## config.mk

```make
export PLATFORM = sky130hd
export DESIGN_NAME = int_iq_slot_ctrl
export DESIGN_NICKNAME = d
export VERILOG_FILES = /design/src/rtl/int_iq_slot_ctrl_pkg.sv /design/src/rtl/int_iq_free_ring.sv /design/src/rtl/int_iq_slot_ctrl.sv
export SDC_FILE = /design/constraint.sdc
export NUM_CORES = 1
export LEC_CHECK = 0
export CAP_MARGIN = 20
export CORE_ASPECT_RATIO = 0.5
export CORE_UTILIZATION = 57
export DETAILED_ROUTE_END_ITERATION = 8
export PLACE_DENSITY_LB_ADDON = 0.2
export SYNTH_ARGS = -nofsm -noshare
export SYNTH_HDL_FRONTEND = slang
export SYNTH_SLANG_ARGS = --single-unit
```

## constraint.sdc

```tcl
create_clock -name i_clk -period 3.85 [get_ports i_clk]
set_input_delay 1.155 -clock i_clk [delete_from_list [all_inputs] [get_ports i_clk]]
set_output_delay 1.155 -clock i_clk [all_outputs]
set_load 0.03 [all_outputs]
```

## src/rtl/int_iq_slot_ctrl_pkg.sv

```systemverilog
// Shared parameters, state encoding and tag helpers for the integer issue-queue slot allocator.
package int_iq_slot_ctrl_pkg;

  localparam int SLOTNUM    = 8;
  localparam int SLOTW      = 5;
  localparam int SLOTSTRIDE = 4;
  localparam int SLOTSHIFT  = $clog2(SLOTSTRIDE);
  localparam int IDXW       = $clog2(SLOTNUM);
  localparam int CNTW       = 4;
  localparam int TAGLIM     = SLOTNUM * SLOTSTRIDE;

  typedef enum logic {
    ST_INIT = 1'b0,
    ST_RUN  = 1'b1
  } state_e;

  function automatic logic [IDXW-1:0] tag2idx(input logic [SLOTW-1:0] tag);
    logic [SLOTW-1:0] w_sh;
    w_sh = tag >> SLOTSHIFT;
    return w_sh[IDXW-1:0];
  endfunction

endpackage

```

## src/rtl/int_iq_free_ring.sv

```systemverilog
// Circular free list of slot tags: push at tail, combinational head read, occupancy count.
import int_iq_slot_ctrl_pkg::*;

module int_iq_free_ring (
  input  logic              i_clk,
  input  logic              i_rest,
  input  logic              i_clear,
  input  logic              i_push,
  input  logic [SLOTW-1:0]  i_push_tag,
  input  logic              i_pop,
  output logic [SLOTW-1:0]  o_head_tag,
  output logic [CNTW-1:0]   o_count
);

  logic [SLOTW-1:0] r_mem [SLOTNUM];
  logic [IDXW-1:0]  r_head;
  logic [IDXW-1:0]  r_tail;
  logic [CNTW-1:0]  r_count;
  logic             w_pop_ok;
  logic             w_push_ok;

  assign w_pop_ok   = i_pop && (r_count != {CNTW{1'b0}});
  // A full ring only accepts a push when a pop frees an entry in the same cycle.
  assign w_push_ok  = i_push && ((r_count != CNTW'(SLOTNUM)) || w_pop_ok);
  assign o_head_tag = r_mem[r_head];
  assign o_count    = r_count;

  // Tag storage, written at the tail.
  always_ff @(posedge i_clk) begin
    if (i_rest) begin
      for (int i = 0; i < SLOTNUM; i++) begin
        r_mem[i] <= {SLOTW{1'b0}};
      end
    end else if (w_push_ok) begin
      r_mem[r_tail] <= i_push_tag;
    end else begin
      r_mem[r_tail] <= r_mem[r_tail];
    end
  end

  // Head, tail and occupancy bookkeeping.
  always_ff @(posedge i_clk) begin
    if (i_rest || i_clear) begin
      r_head  <= {IDXW{1'b0}};
      r_tail  <= {IDXW{1'b0}};
      r_count <= {CNTW{1'b0}};
    end else begin
      r_head <= w_pop_ok  ? r_head + IDXW'(1) : r_head;
      r_tail <= w_push_ok ? r_tail + IDXW'(1) : r_tail;
      case ({w_push_ok, w_pop_ok})
        2'b10:   r_count <= r_count + CNTW'(1);
        2'b01:   r_count <= r_count - CNTW'(1);
        default: r_count <= r_count;
      endcase
    end
  end

endmodule

```

## src/rtl/int_iq_slot_ctrl.sv

```systemverilog
// Issue-queue slot allocator: refill sequencing, dispatch grant, issue release, busy bitmap.
// Optional free-tag legality checking is enabled by defining IQ_SLOT_CHECK_EN.
import int_iq_slot_ctrl_pkg::*;

module int_iq_slot_ctrl (
  input  logic               i_clk,
  input  logic               i_rest,
  input  logic               i_disp_valid,
  output logic               o_disp_ready,
  output logic [SLOTW-1:0]   o_disp_tag,
  input  logic               i_issue_valid,
  input  logic [SLOTW-1:0]   i_issue_tag,
  input  logic               i_flush,
  output logic [CNTW-1:0]    o_free_count,
  output logic [SLOTNUM-1:0] o_slot_busy,
  output logic               o_init_done,
  output logic               o_err_free
);

  state_e             r_state;
  state_e             w_state_nxt;
  logic [IDXW-1:0]    r_fill;
  logic [IDXW-1:0]    w_fill_nxt;
  logic [SLOTNUM-1:0] r_busy;
  logic [SLOTNUM-1:0] w_busy_nxt;
  logic [SLOTNUM-1:0] w_set_mask;
  logic [SLOTNUM-1:0] w_clr_mask;
  logic               w_run;
  logic               w_hs;
  logic               w_issue_run;
  logic               w_issue_ok;
  logic               w_push;
  logic [SLOTW-1:0]   w_push_tag;
  logic [SLOTW-1:0]   w_head_tag;
  logic [CNTW-1:0]    w_count;

  assign w_run        = (r_state == ST_RUN);
  assign o_disp_ready = w_run && (w_count != {CNTW{1'b0}});
  assign o_disp_tag   = w_head_tag;
  assign o_free_count = w_count;
  assign o_slot_busy  = r_busy;
  assign o_init_done  = w_run;
  assign w_hs         = i_disp_valid && o_disp_ready && !i_flush;
  assign w_issue_run  = i_issue_valid && w_run && !i_flush;

`ifdef IQ_SLOT_CHECK_EN
  logic [SLOTW:0] w_tag_ext;
  logic           w_tag_legal;
  logic           r_err_free;

  assign w_tag_ext   = {1'b0, i_issue_tag};
  assign w_tag_legal = (i_issue_tag[SLOTSHIFT-1:0] == {SLOTSHIFT{1'b0}})
                    && (w_tag_ext < (SLOTW+1)'(TAGLIM))
                    && r_busy[tag2idx(i_issue_tag)];
  assign w_issue_ok  = w_issue_run && w_tag_legal;
  assign o_err_free  = r_err_free;

  // Sticky illegal-free flag, cleared only by reset or flush.
  always_ff @(posedge i_clk) begin
    if (i_rest || i_flush) begin
      r_err_free <= 1'b0;
    end else if (w_issue_run && !w_tag_legal) begin
      r_err_free <= 1'b1;
    end else begin
      r_err_free <= r_err_free;
    end
  end
`else
  assign w_issue_ok = w_issue_run;
  assign o_err_free = 1'b0;
`endif

  // The refill sequence shares the ring's push port with issue releases.
  always_comb begin
    w_push     = 1'b0;
    w_push_tag = i_issue_tag;
    if (r_state == ST_INIT) begin
      w_push     = !i_flush;
      w_push_tag = SLOTW'(r_fill) << SLOTSHIFT;
    end else begin
      w_push     = w_issue_ok;
      w_push_tag = i_issue_tag;
    end
  end

  // State and fill counter registers.
  always_ff @(posedge i_clk) begin
    if (i_rest) begin
      r_state <= ST_INIT;
      r_fill  <= {IDXW{1'b0}};
    end else begin
      r_state <= w_state_nxt;
      r_fill  <= w_fill_nxt;
    end
  end

  // Next-state logic; flush restarts the refill from slot 0.
  always_comb begin
    w_state_nxt = r_state;
    w_fill_nxt  = r_fill;
    if (i_flush) begin
      w_state_nxt = ST_INIT;
      w_fill_nxt  = {IDXW{1'b0}};
    end else begin
      case (r_state)
        ST_INIT: begin
          w_fill_nxt = r_fill + IDXW'(1);
          if (r_fill == IDXW'(SLOTNUM - 1)) begin
            w_state_nxt = ST_RUN;
          end else begin
            w_state_nxt = ST_INIT;
          end
        end
        ST_RUN: begin
          w_state_nxt = ST_RUN;
          w_fill_nxt  = r_fill;
        end
        default: begin
          w_state_nxt = ST_INIT;
          w_fill_nxt  = {IDXW{1'b0}};
        end
      endcase
    end
  end

  assign w_set_mask = w_hs       ? (SLOTNUM'(1) << tag2idx(w_head_tag))  : {SLOTNUM{1'b0}};
  assign w_clr_mask = w_issue_ok ? (SLOTNUM'(1) << tag2idx(i_issue_tag)) : {SLOTNUM{1'b0}};
  assign w_busy_nxt = i_flush ? {SLOTNUM{1'b0}} : ((r_busy | w_set_mask) & ~w_clr_mask);

  // Busy bitmap register.
  always_ff @(posedge i_clk) begin
    if (i_rest) begin
      r_busy <= {SLOTNUM{1'b0}};
    end else begin
      r_busy <= w_busy_nxt;
    end
  end

  int_iq_free_ring u_ring (
    .i_clk      (i_clk),
    .i_rest     (i_rest),
    .i_clear    (i_flush),
    .i_push     (w_push),
    .i_push_tag (w_push_tag),
    .i_pop      (w_hs),
    .o_head_tag (w_head_tag),
    .o_count    (w_count)
  );

endmodule
```

Word-level counts from Yosys, hierarchy flattened
Memory sizes are Yosys's and may differ from the RTL's. A register that Yosys moved wholly into a read port is not among the register bits.
Index checks and enable logic that the tools add are counted.
Cells by class
  bitwise logic cells: 5
  reduce and logical (&&, ||, !) cells: 15
  eq/ne operators: 5
  add/subtract/negate cells: 5
  muxes and demuxes: 22
  shift operators: 2
Operator list (number)
  two-way mux 8 bit: 2
  left shift 1 x 3 -> 8 bit (first input constant): 2
  two-way mux 5 bit: 3
  two-way mux 3 bit: 4
  two-way mux 1 bit: 11
  adder 3 x 1 -> 3 bit (second input constant): 3
  AND 8 bit: 1
  inverter 8 bit: 1
  OR 8 bit: 1
  case mux 4 bit (2 select lines): 1
  logical AND 1 bit: 7
  OR reduction 5 bit: 1
  adder 4 x 1 -> 4 bit (second input constant): 1
  inequality test 4 bit (second input constant): 1
  nonzero test 4 bit: 1
  subtractor 4 x 1 -> 4 bit (second input constant): 1
  == test 3 bit (second input constant): 1
  == test 2 x 1 -> 1 bit (second input constant): 1
  == test 2 bit (second input constant): 1
  logical OR 1 bit: 2
  case mux 1 bit (2 select lines): 1
  AND reduction 2 bit: 1
  nonzero test 2 bit: 1
  OR reduction 2 bit: 1
  4 further kinds: 4
Word-level totals
  logic and storage cells: 61
  flip-flop bits (word level): 22
  memory bits (writable): 40
  input port bits: 10
  memories kept: 1
  output and inout bits: 20
Memory list
  u_ring.r_mem: depth 8, width 5, rd ports 1, clocked after memory_dff 1, wr ports 8, RTL line int_iq_free_ring.sv:15  | logic [SLOTW-1:0] r_mem [SLOTNUM];

Depth between registers and ports, before layout
Gate-level depths: netlist of run 1.
  word-level depth: 14
  depth in mapped cells: 11
  gate-level depth less buffers: 10

Modules after synthesis
Synthesis of run 1 repeated with hierarchy kept, for this count alone.
Unflattened totals
  cell total of the unflattened synthesis: 278
  area total of the unflattened synthesis: 3261.9 µm²
Modules (own cells, without submodules)
  int_iq_free_ring: instances 1, sequential area each 1461.4 µm², area an instance 2538.7 µm², cells each 199
  int_iq_slot_ctrl: instances 1, sequential area each 240.2 µm², area an instance 723.2 µm², cells each 79

Worst setup path before layout of run 1
No wires, ideal clock.
  path kind: input to register
  from: in i_flush
  to: reg u_ring.r_count[2], in the netlist u_ring.o_count[2]
  path slack: 578 ps
  data arrival time: 3201 ps
  setup time: 70 ps
  data required time: 3780 ps
  cell stages on the path: 10
  path buffers: 0
  path through: nand3b_1 a211oi_2 inv_1 ha_1 xor2_1 ha_1 a21oi_1 xor2_1 or3_1 a21oi_1
Between the ends
  word-level cells in the longest chain between the ends: 7
Ends and longest elaborated chain
  start: declaration: RTL line int_iq_slot_ctrl.sv:13  | input logic i_flush,
  zero test 1 bit: RTL line int_iq_slot_ctrl.sv:43, int_iq_slot_ctrl.sv:44, int_iq_slot_ctrl.sv:78
  logical AND 1 bit: RTL line int_iq_slot_ctrl.sv:43  | assign w_hs = i_disp_valid && o_disp_ready && !i_flush;
  logical AND 1 bit: RTL line int_iq_free_ring.sv:22  | assign w_pop_ok = i_pop && (r_count != {CNTW{1'b0}});
  logical OR 1 bit: RTL line int_iq_free_ring.sv:24  | assign w_push_ok = i_push && ((r_count != CNTW'(SLOTNUM)) || w_pop_ok);
  logical AND 1 bit: RTL line int_iq_free_ring.sv:24
  == test 2 x 1 -> 1 bit or == test 2 bit (tied branches): RTL line int_iq_free_ring.sv:50  | case ({w_push_ok, w_pop_ok})
  case mux 4 bit (2 select lines) or nonzero test 2 bit (tied branches)
  end signal: assignment: RTL line int_iq_free_ring.sv:51  | 2'b10: r_count <= r_count + CNTW'(1);
  end signal: assignment: RTL line int_iq_free_ring.sv:52  | 2'b01: r_count <= r_count - CNTW'(1);
  end signal: assignment: RTL line int_iq_free_ring.sv:53  | default: r_count <= r_count;
  end: declaration: RTL line int_iq_free_ring.sv:18  | logic [CNTW-1:0] r_count;
Several ways; a longest one is shown, not always the timed one.
A chain may end at the register's enable or synchronous reset.

==> insert_results.sql, run 1 <==
INSERT INTO impl_metrics (metric_group, metric, value, unit) VALUES
('sta', 'skew', '0.006447', 'ns'),
('synthesis', 'edff_count_synth', '40', ''),
('die', 'die_area', '5718', 'sq um'),
('sta', 'slew_viol_final', '0', ''),
('clock_network', 'post_cts_buffers', '0', ''),
('sta', 'hold-worst-slack', '0.4526', 'ns'),
('synthesis', 'yosys.area_share.xor_xnor', '1.991', '%'),
('placed_design', 'hpwlAfterDp', '4779', 'um'),
('outcome', 'result_of_the_run', 'finished, final reports clean', ''),
('route', 'drt-initial-drc-count', '150', ''),
('synthesis', 'yosys-mux-area-fraction', '12.47', '%'),
('global_routing', 'grt_antenna_before_repair', '0', ''),
('hold_path', 'min_path_cells', '2', ''),
('cells_and_area', 'layout-drive-gt1-share', '13.14', '%'),
('global_routing', 'grt_util_all_layers', '26.03', '%'),
('route', 'drtAntennaViolNets', '0', ''),
('die', 'die_width', '105.9', 'um'),
('cells_and_area', 'area_taken_by_multi_input_logic_gates', '1314', 'sq um'),
('synthesis', 'ys_ff_latch', '65', ''),
('synthesis', 'synth_nets', '285', ''),
('setup_path', 'cp_slowest_cell', 'clkdlybuf4s50_1', ''),
('hold_path', 'hold_path_startpoint', 'o_slot_busy[3]', ''),
('clock_network', 'cts_buffers', '9', ''),
('cells_and_area', 'nNetsFinal', '324', ''),
('clock_network', 'hold_buf_cts', '0', ''),
('hold_path', 'hold-path-endpoint', 'o_slot_busy[3]', ''),
('setup_path', 'critical_path_arrival', '2.47', 'ns'),
('setup_path', 'category_of_the_most_critical_setup_path', 'reg2out', ''),
('sta', 'slew_at_the_pin_closest_to_its_max_slew_limit', '0.8588', 'ns'),
('global_routing', 'pin_count_of_the_biggest_net_entering_global_routing', '23', ''),
('die', 'die_h', '53.97', 'um'),
('global_routing', 'via_count_of_the_first_global_routing_pass', '2082', ''),
('placed_design', 'gp_congestion', '0.8187', ''),
('sta', 'finalCritPeriodShare', '94.07', '%'),
('synthesis', 'yosys_most_used_dff', 'edfxtp_1', ''),
('setup_path', 'maximum_fanout_along_the_worst_path', '11', ''),
('clock_network', 'tritoncts', 'yes', ''),
('sta', 'highest_clock_rate', '0.2761', 'GHz'),
('cells_and_area', 'areaGrowthSynthToFinish', '19.95', '%'),
('synthesis', 'count_of_cell_types_in_the_netlist', '47', ''),
('power', 'power.static_leakage', '0.001325', 'uW'),
('synthesis', 'async_reset_ff_share', '0', '%'),
('route', 'drt-pass1-iter-count', '5', ''),
('synthesis', 'seq_area_frac_synth', '55.26', '%'),
('clock_network', 'clk_path_buf_depth', '2', ''),
('hold_path', 'hp-class', 'reg2reg', ''),
('clock_network', 'cts-htree-levels', '3', ''),
('sta', 'finalSetupViolCount', '0', ''),
('clock_network', 'clk_transition_reported_paths', '0.08', 'ns'),
('cells_and_area', 'final-seq-area', '1703', 'sq um'),
('die', 'initial_utilization', '60.77', '%'),
('sta', 'slew_headroom', '41.11', '%'),
('power', 'power_density', '409.2', 'nW/um^2'),
('power', 'irDropWorstVdd', '0.0003200', 'V'),
('route', 'drt_wl_total', '6666', 'um'),
('cells_and_area', 'fill_cells', '352', ''),
('synthesis', 'synth_top_family_by_area', 'simple AND/OR/NAND/NOR gates', ''),
('global_routing', 'grt_pass1_wl', '10380', 'um'),
('die', 'core-area', '5067', 'sq um'),
('route', 'route.vias.total', '2256', ''),
('die', 'io-pin-count', '30', ''),
('synthesis', 'complex_gate_fraction_of_the_synthesized_area', '7.111', '%'),
('route', 'met1Wirelength', '2978', 'um'),
('placed_design', 'placement.io_buffers', '28', ''),
('setup_path', 'timing.reg2reg.worst_path_depth', '10', ''),
('clock_network', 'clock-sinks', '65', ''),
('setup_path', 'regToRegSetupSlack', '1.28', 'ns'),
('setup_path', 'start_kind', 'flip-flop', ''),
('setup_path', 'rr_endpoint', 'u_ring.o_count[2]', ''),
('clock_network', 'post_cts_resize_count', '1', ''),
('route', 'met2RoutedLength', '3011', 'um');
## metal layers
metal / GRT usage [%] / vias up
met4: 10.42 / 0
met2: 41.07 / 110
met3: 10.41 / 17
met5: 0 / -
met1: 32.82 / 1073
li1: - / 1056
## metrics by stage
step           std cells  utilization, %  power, uW  cell area [sq um]  worst slack, ns
5_1_grt              382           72.89       1561               3694           0.1088
6_report             382           72.89       1511               3694           0.2282
2_1_floorplan        268               -      831.4               3079           0.5781
3_3_place_gp         366           68.40      867.1               3466           0.3860
3_5_place_dp         366           68.40      871.4               3466           0.2738
4_1_cts              382           72.89       1520               3694           0.2072
## cells by family after synthesis
family          count (synthesis)
simple gates                  119
fa+ha+maj                       7
xor+xnor                        7
buf+inv                        12
flops                          65
other cells                     1
mux                            25
compound gates                 32
## critical path, delay by kind of cell, from the launching register on
kind	cells	cell delay (ns)
mux	2	0.80
flops	1	0.52
buf+inv	2	0.80
## registers in the layout, indices dropped and copies added, names as in the netlist, named ones only
register	cells
u_ring.r_tail	3
u_ring.r_mem	40
r_fill	3
u_ring.r_head	3
o_slot_busy	8
u_ring.o_count	4
o_init_done	1
## synthesized netlist by cell type (3+ instances only)
master     n  area share, %
edfxtp_1  40             39
o31ai_1    3           0.73
dfxtp_1   25             16
clkbuf_1   5           0.61
ha_1       7            2.8
mux2i_1   11            3.6
mux4_1     6            5.1
xor2_1     4            1.1
o211ai_1   4           0.98
nor2b_1    5            1.0
xnor2_1    3           0.85
a21oi_1   10            1.6
nor2_1    59            7.2
nand2b_1  13            2.6
nand2_1   21            2.6
nand3_1    4           0.65
mux2_2     5            1.8
o21ai_0    5           0.81
## power breakdown
group | total [uW] | switching [uW] | leakage (uW) | internal [uW]
clock network | 654 | 283 | 0.000110 | 371
registers | 764 | 9.60 | 0.000617 | 754
logic | 93.3 | 55.8 | 0.000598 | 37.5
## placed cells by master, fill, tap and decap left out, types with 3 or more instances in the layout
master,synthesis,routed
xnor2_1,3,3
buf_4,1,10
dfxtp_1,25,24
a21oi_1,10,10
mux2_2,5,5
nor2b_1,5,5
mux4_1,6,6
o31ai_1,3,3
edfxtp_1,40,40
nand3_1,4,4
nand2_1,21,21
clkbuf_8,0,9
clkdlybuf4s50_1,0,28
nand2b_1,13,13
mux2i_1,11,11
o211ai_1,4,4
xor2_1,4,4
o21ai_0,5,5
ha_1,7,7
nor2_1,59,59
## cell type report
| cell class | instances | share of cell area (%) |
|---|---|---|
| Inverter | 2 | 0.2033 |
| Sequential cell | 65 | 46.10 |
| Clock inverter | 7 | 2.778 |
| Tap cell | 70 | 2.371 |
| Multi-Input combinational cell | 191 | 35.57 |
| Timing Repair Buffer | 38 | 9.621 |
| Clock buffer | 9 | 3.354 |
## worst max path at each step
stage | end | slack, ns
after global placement | u_ring.o_count[2] | 0.39
after global routing | o_disp_tag[2] | 0.11
after CTS | o_disp_tag[3] | 0.21
after floorplan | u_ring.o_count[2] | 0.58
final | o_disp_tag[4] | 0.23
after detailed placement | u_ring.o_count[2] | 0.27
(Power assumes the default switching activity.)
==> run 2, diff against run 1 <==
--- a/config.mk
+++ b/config.mk
@@ -7,2 +7,3 @@
 export LEC_CHECK = 0
+export ABC_CLOCK_PERIOD_IN_PS = 3850
 export CAP_MARGIN = 20
--- a/constraint.sdc
+++ b/constraint.sdc
@@ -3,2 +3,2 @@
 set_output_delay 1.155 -clock i_clk [all_outputs]
-set_load 0.03 [all_outputs]
+set_load 0.01 [all_outputs]
==> run 2 against run 1 <==
Compared with the run above:
- final cell count decreased by 1.3%
- clock skew about the same
- utilization fell by 1.4 points
- largest power group unchanged
- register-to-register slack worse by 0.20 ns
- die area unchanged
- maximum frequency is 4.4% higher
- routed wire length down 1.7%
- via count shrank 1.9%
- total power shrank 6.3%
==> insert_results.sql, run 2 (synthesis gave the netlist of run 1 again) <==
INSERT INTO impl_metrics (metric_group, metric, value, unit) VALUES
('power', 'power_density', '391.0', 'nW/um^2'),
('route', 'route.detailed.vias_per_inst', '5.873', ''),
('setup_path', 'cp_slowest_cell', 'dfxtp_1', ''),
('clock_network', 'post_cts_buffers', '0', ''),
('setup_path', 'worst_path_dominant_cell_family', 'flip-flops', ''),
('hold_path', 'hold-path-endpoint', 'o_slot_busy[3]', ''),
('clock_network', 'cts_buffers', '9', ''),
('cells_and_area', 'registers.top_by_ff_count', 'u_ring.r_mem', ''),
('setup_path', 'end_kind', 'output port', ''),
('sta', 'hold_viol_final', '0', ''),
('setup_path', 'critical_path_arrival', '2.32', 'ns'),
('hold_path', 'min_path_cells', '2', ''),
('die', 'rows', '18', ''),
('sta', 'slew_at_the_pin_closest_to_its_max_slew_limit', '0.9284', 'ns'),
('route', 'drt-pass1-iter-count', '5', ''),
('sta', 'finalCritPeriodShare', '90.15', '%'),
('route', 'route.vias.total', '2214', ''),
('route', 'route.detailed.wl_per_inst', '17.39', 'um'),
('placed_design', 'gp_congestion', '0.8106', ''),
('clock_network', 'hold_buf_cts', '0', ''),
('setup_path', 'maximum_fanout_along_the_worst_path', '10', ''),
('cells_and_area', 'largest_reg_flops', '40', ''),
('clock_network', 'clk_transition_reported_paths', '0.07', 'ns'),
('clock_network', 'post_cts_resize_count', '0', ''),
('global_routing', 'grt_antenna_before_repair', '0', ''),
('sta', 'slew_headroom', '36.34', '%'),
('global_routing', 'pin_count_of_the_biggest_net_entering_global_routing', '23', ''),
('power', 'power.static_leakage', '0.001283', 'uW'),
('cells_and_area', 'areaGrowthSynthToFinish', '17.63', '%'),
('clock_network', 'cts.root.buffer_cell', 'clkbuf_8', ''),
('setup_path', 'cp_cell_sequence', 'nor2b_1 > a22o_1 > or2_2 > inv_1 > clkdlybuf4s50_1', ''),
('cells_and_area', 'layout.cells.most_common', 'nor2_1', ''),
('setup_path', 'start_kind', 'flip-flop', ''),
('placed_design', 'place.detailed.instances', '361', ''),
('route', 'drt_wl_total', '6556', 'um'),
('outcome', 'result_of_the_run', 'finished, final reports clean', ''),
('global_routing', 'grt_pass1_wl', '10150', 'um'),
('setup_path', 'worst_path_largest_cell_delay', '0.61', 'ns'),
('global_routing', 'via_count_of_the_first_global_routing_pass', '2023', ''),
('die', 'initial_utilization', '60.77', '%'),
('sta', 'rsz_0062_raised_after_global_routing', 'no', ''),
('setup_path', 'cp_num_buf_inv', '2', ''),
('setup_path', 'timing.critical_path.required', '2.69', 'ns'),
('setup_path', 'rr_endpoint', 'u_ring.o_count[2]', ''),
('route', 'drt-initial-drc-count', '154', ''),
('hold_path', 'hp-class', 'reg2reg', ''),
('clock_network', 'clock-sinks', '65', ''),
('power', 'irDropWorstVdd', '0.0002233', 'V'),
('die', 'die_area', '5718', 'sq um'),
('cells_and_area', 'fin_cells', '377', ''),
('sta', 'slew_viol_final', '0', ''),
('clock_network', 'tritoncts', 'yes', ''),
('sta', 'skew', '0.006406', 'ns'),
('placed_design', 'placement.io_buffers', '28', ''),
('cells_and_area', 'nNetsFinal', '319', ''),
('global_routing', 'globalRoute.totalOverflow', '0', ''),
('setup_path', 'timing.reg2reg.worst_path_depth', '10', ''),
('route', 'drtAntennaViolNets', '0', ''),
('sta', 'finalWorstPathRequiredPeriod', '3.471', 'ns'),
('route', 'drc', '0', ''),
('placed_design', 'hpwlAfterDp', '4627', 'um'),
('setup_path', 'category_of_the_most_critical_setup_path', 'reg2out', ''),
('setup_path', 'regToRegSetupSlack', '1.08', 'ns'),
('die', 'die_h', '53.97', 'um'),
('die', 'io-pin-count', '30', ''),
('clock_network', 'clk_path_buf_depth', '2', ''),
('sta', 'fin_setup_tns', '0', 'ns'),
('cells_and_area', 'layout-drive-gt1-share', '10.75', '%'),
('setup_path', 'regToRegStartpoint', 'o_init_done', ''),
('die', 'die_width', '105.9', 'um'),
('flow_run', 'max_cap_violations', '0', ''),
('die', 'core-area', '5067', 'sq um'),
('sta', 'finalSetupViolCount', '0', ''),
('cells_and_area', 'top_library_cells_by_usage_in_the_layout_fill_and_taps_aside', 'nor2_1 (59), edfxtp_1 (40), clkdlybuf4s50_1 (28), dfxtp_1 (25), nand2_1 (21)', ''),
('clock_network', 'cts-htree-levels', '3', ''),
('cells_and_area', 'antenna_cells', '0', ''),
('hold_path', 'hold_path_startpoint', 'o_slot_busy[3]', ''),
('global_routing', 'grt_util_all_layers', '25.29', '%'),
('clock_network', 'clkLatencyLatePin', '0.35', 'ns'),
('sta', 'highest_clock_rate', '0.2881', 'GHz');
[run 2: cell count changes in the layout (fill, tap and decap cells not counted), sizes merged]
cell and delta:
clkinv +1, clkinvlp +1, bufinv -1, inv -1
buf -5
[run 2: routing by layer]
| metal | up-vias | global-route usage [%] | routed length, um | part of all wire [%] |
|---|---|---|---|---|
| li1 | 1037 | - | - | - |
| met1 | 1055 | 30.53 | 2861 | 44 |
| met5 | - | 0 | 0 | 0 |
| met3 | 18 | 10.17 | 551 | 8.4 |
| met2 | 104 | 42.05 | 3021 | 46 |
| met4 | 0 | 9.491 | 122 | 1.9 |
[run 2: how the worst max path moves through the flow]
stage / start / to / slack, ns / cells after the start
floorplan: i_flush / u_ring.o_count[2] / 0.58 / 10
global placement: i_flush / u_ring.o_count[2] / 0.37 / 11
detailed placement: i_flush / u_ring.o_count[2] / 0.27 / 11
CTS: flip-flop / o_disp_tag[2] / 0.38 / 5
global route: flip-flop / o_disp_tag[2] / 0.30 / 5
finish: flip-flop / o_disp_tag[2] / 0.38 / 5
[run 2: worst reg2reg max path, cell delays in order (launching register included)]
cell      delay (ns)
dfxtp_1         0.74
nand3b_1        0.29
a211oi_2        0.28
inv_1           0.10
ha_1            0.26
xor2_1          0.16
ha_1            0.18
a21oi_1         0.15
xor2_1          0.09
or3_1           0.31
a21oi_1         0.13
[run 2: through the flow]
| stage | setup WS (ns) | power (uW) | cell area [sq um] | hold slack, ns | utilization, % |
|---|---|---|---|---|---|
| after floorplan | 0.5838 | 824.8 | 3079 | 0.4774 | - |
| after detailed placement | 0.2722 | 862.7 | 3428 | 0.4493 | 67.65 |
| after global placement | 0.3746 | 859.5 | 3428 | 0.4373 | 67.65 |
| after global routing | 0.2963 | 1463 | 3622 | 0.4851 | 71.48 |
| final | 0.3793 | 1416 | 3622 | 0.4616 | 71.48 |
| after CTS | 0.3812 | 1421 | 3622 | 0.4656 | 71.48 |
[run 2: final cells by class]
class	count	area, sq um
Fill cell	357	1445
Clock inverter	7	70.07
Multi-Input combinational cell	191	1314
Clock buffer	9	123.9
Sequential cell	65	1702
Inverter	2	7.507
Tap cell	70	87.58
Timing Repair Buffer	33	317.8
[run 2: where the power goes]
group | internal (uW) | switching [uW]
logic | 36.6 | 48.1
clock network | 297 | 270
registers | 755 | 9.41
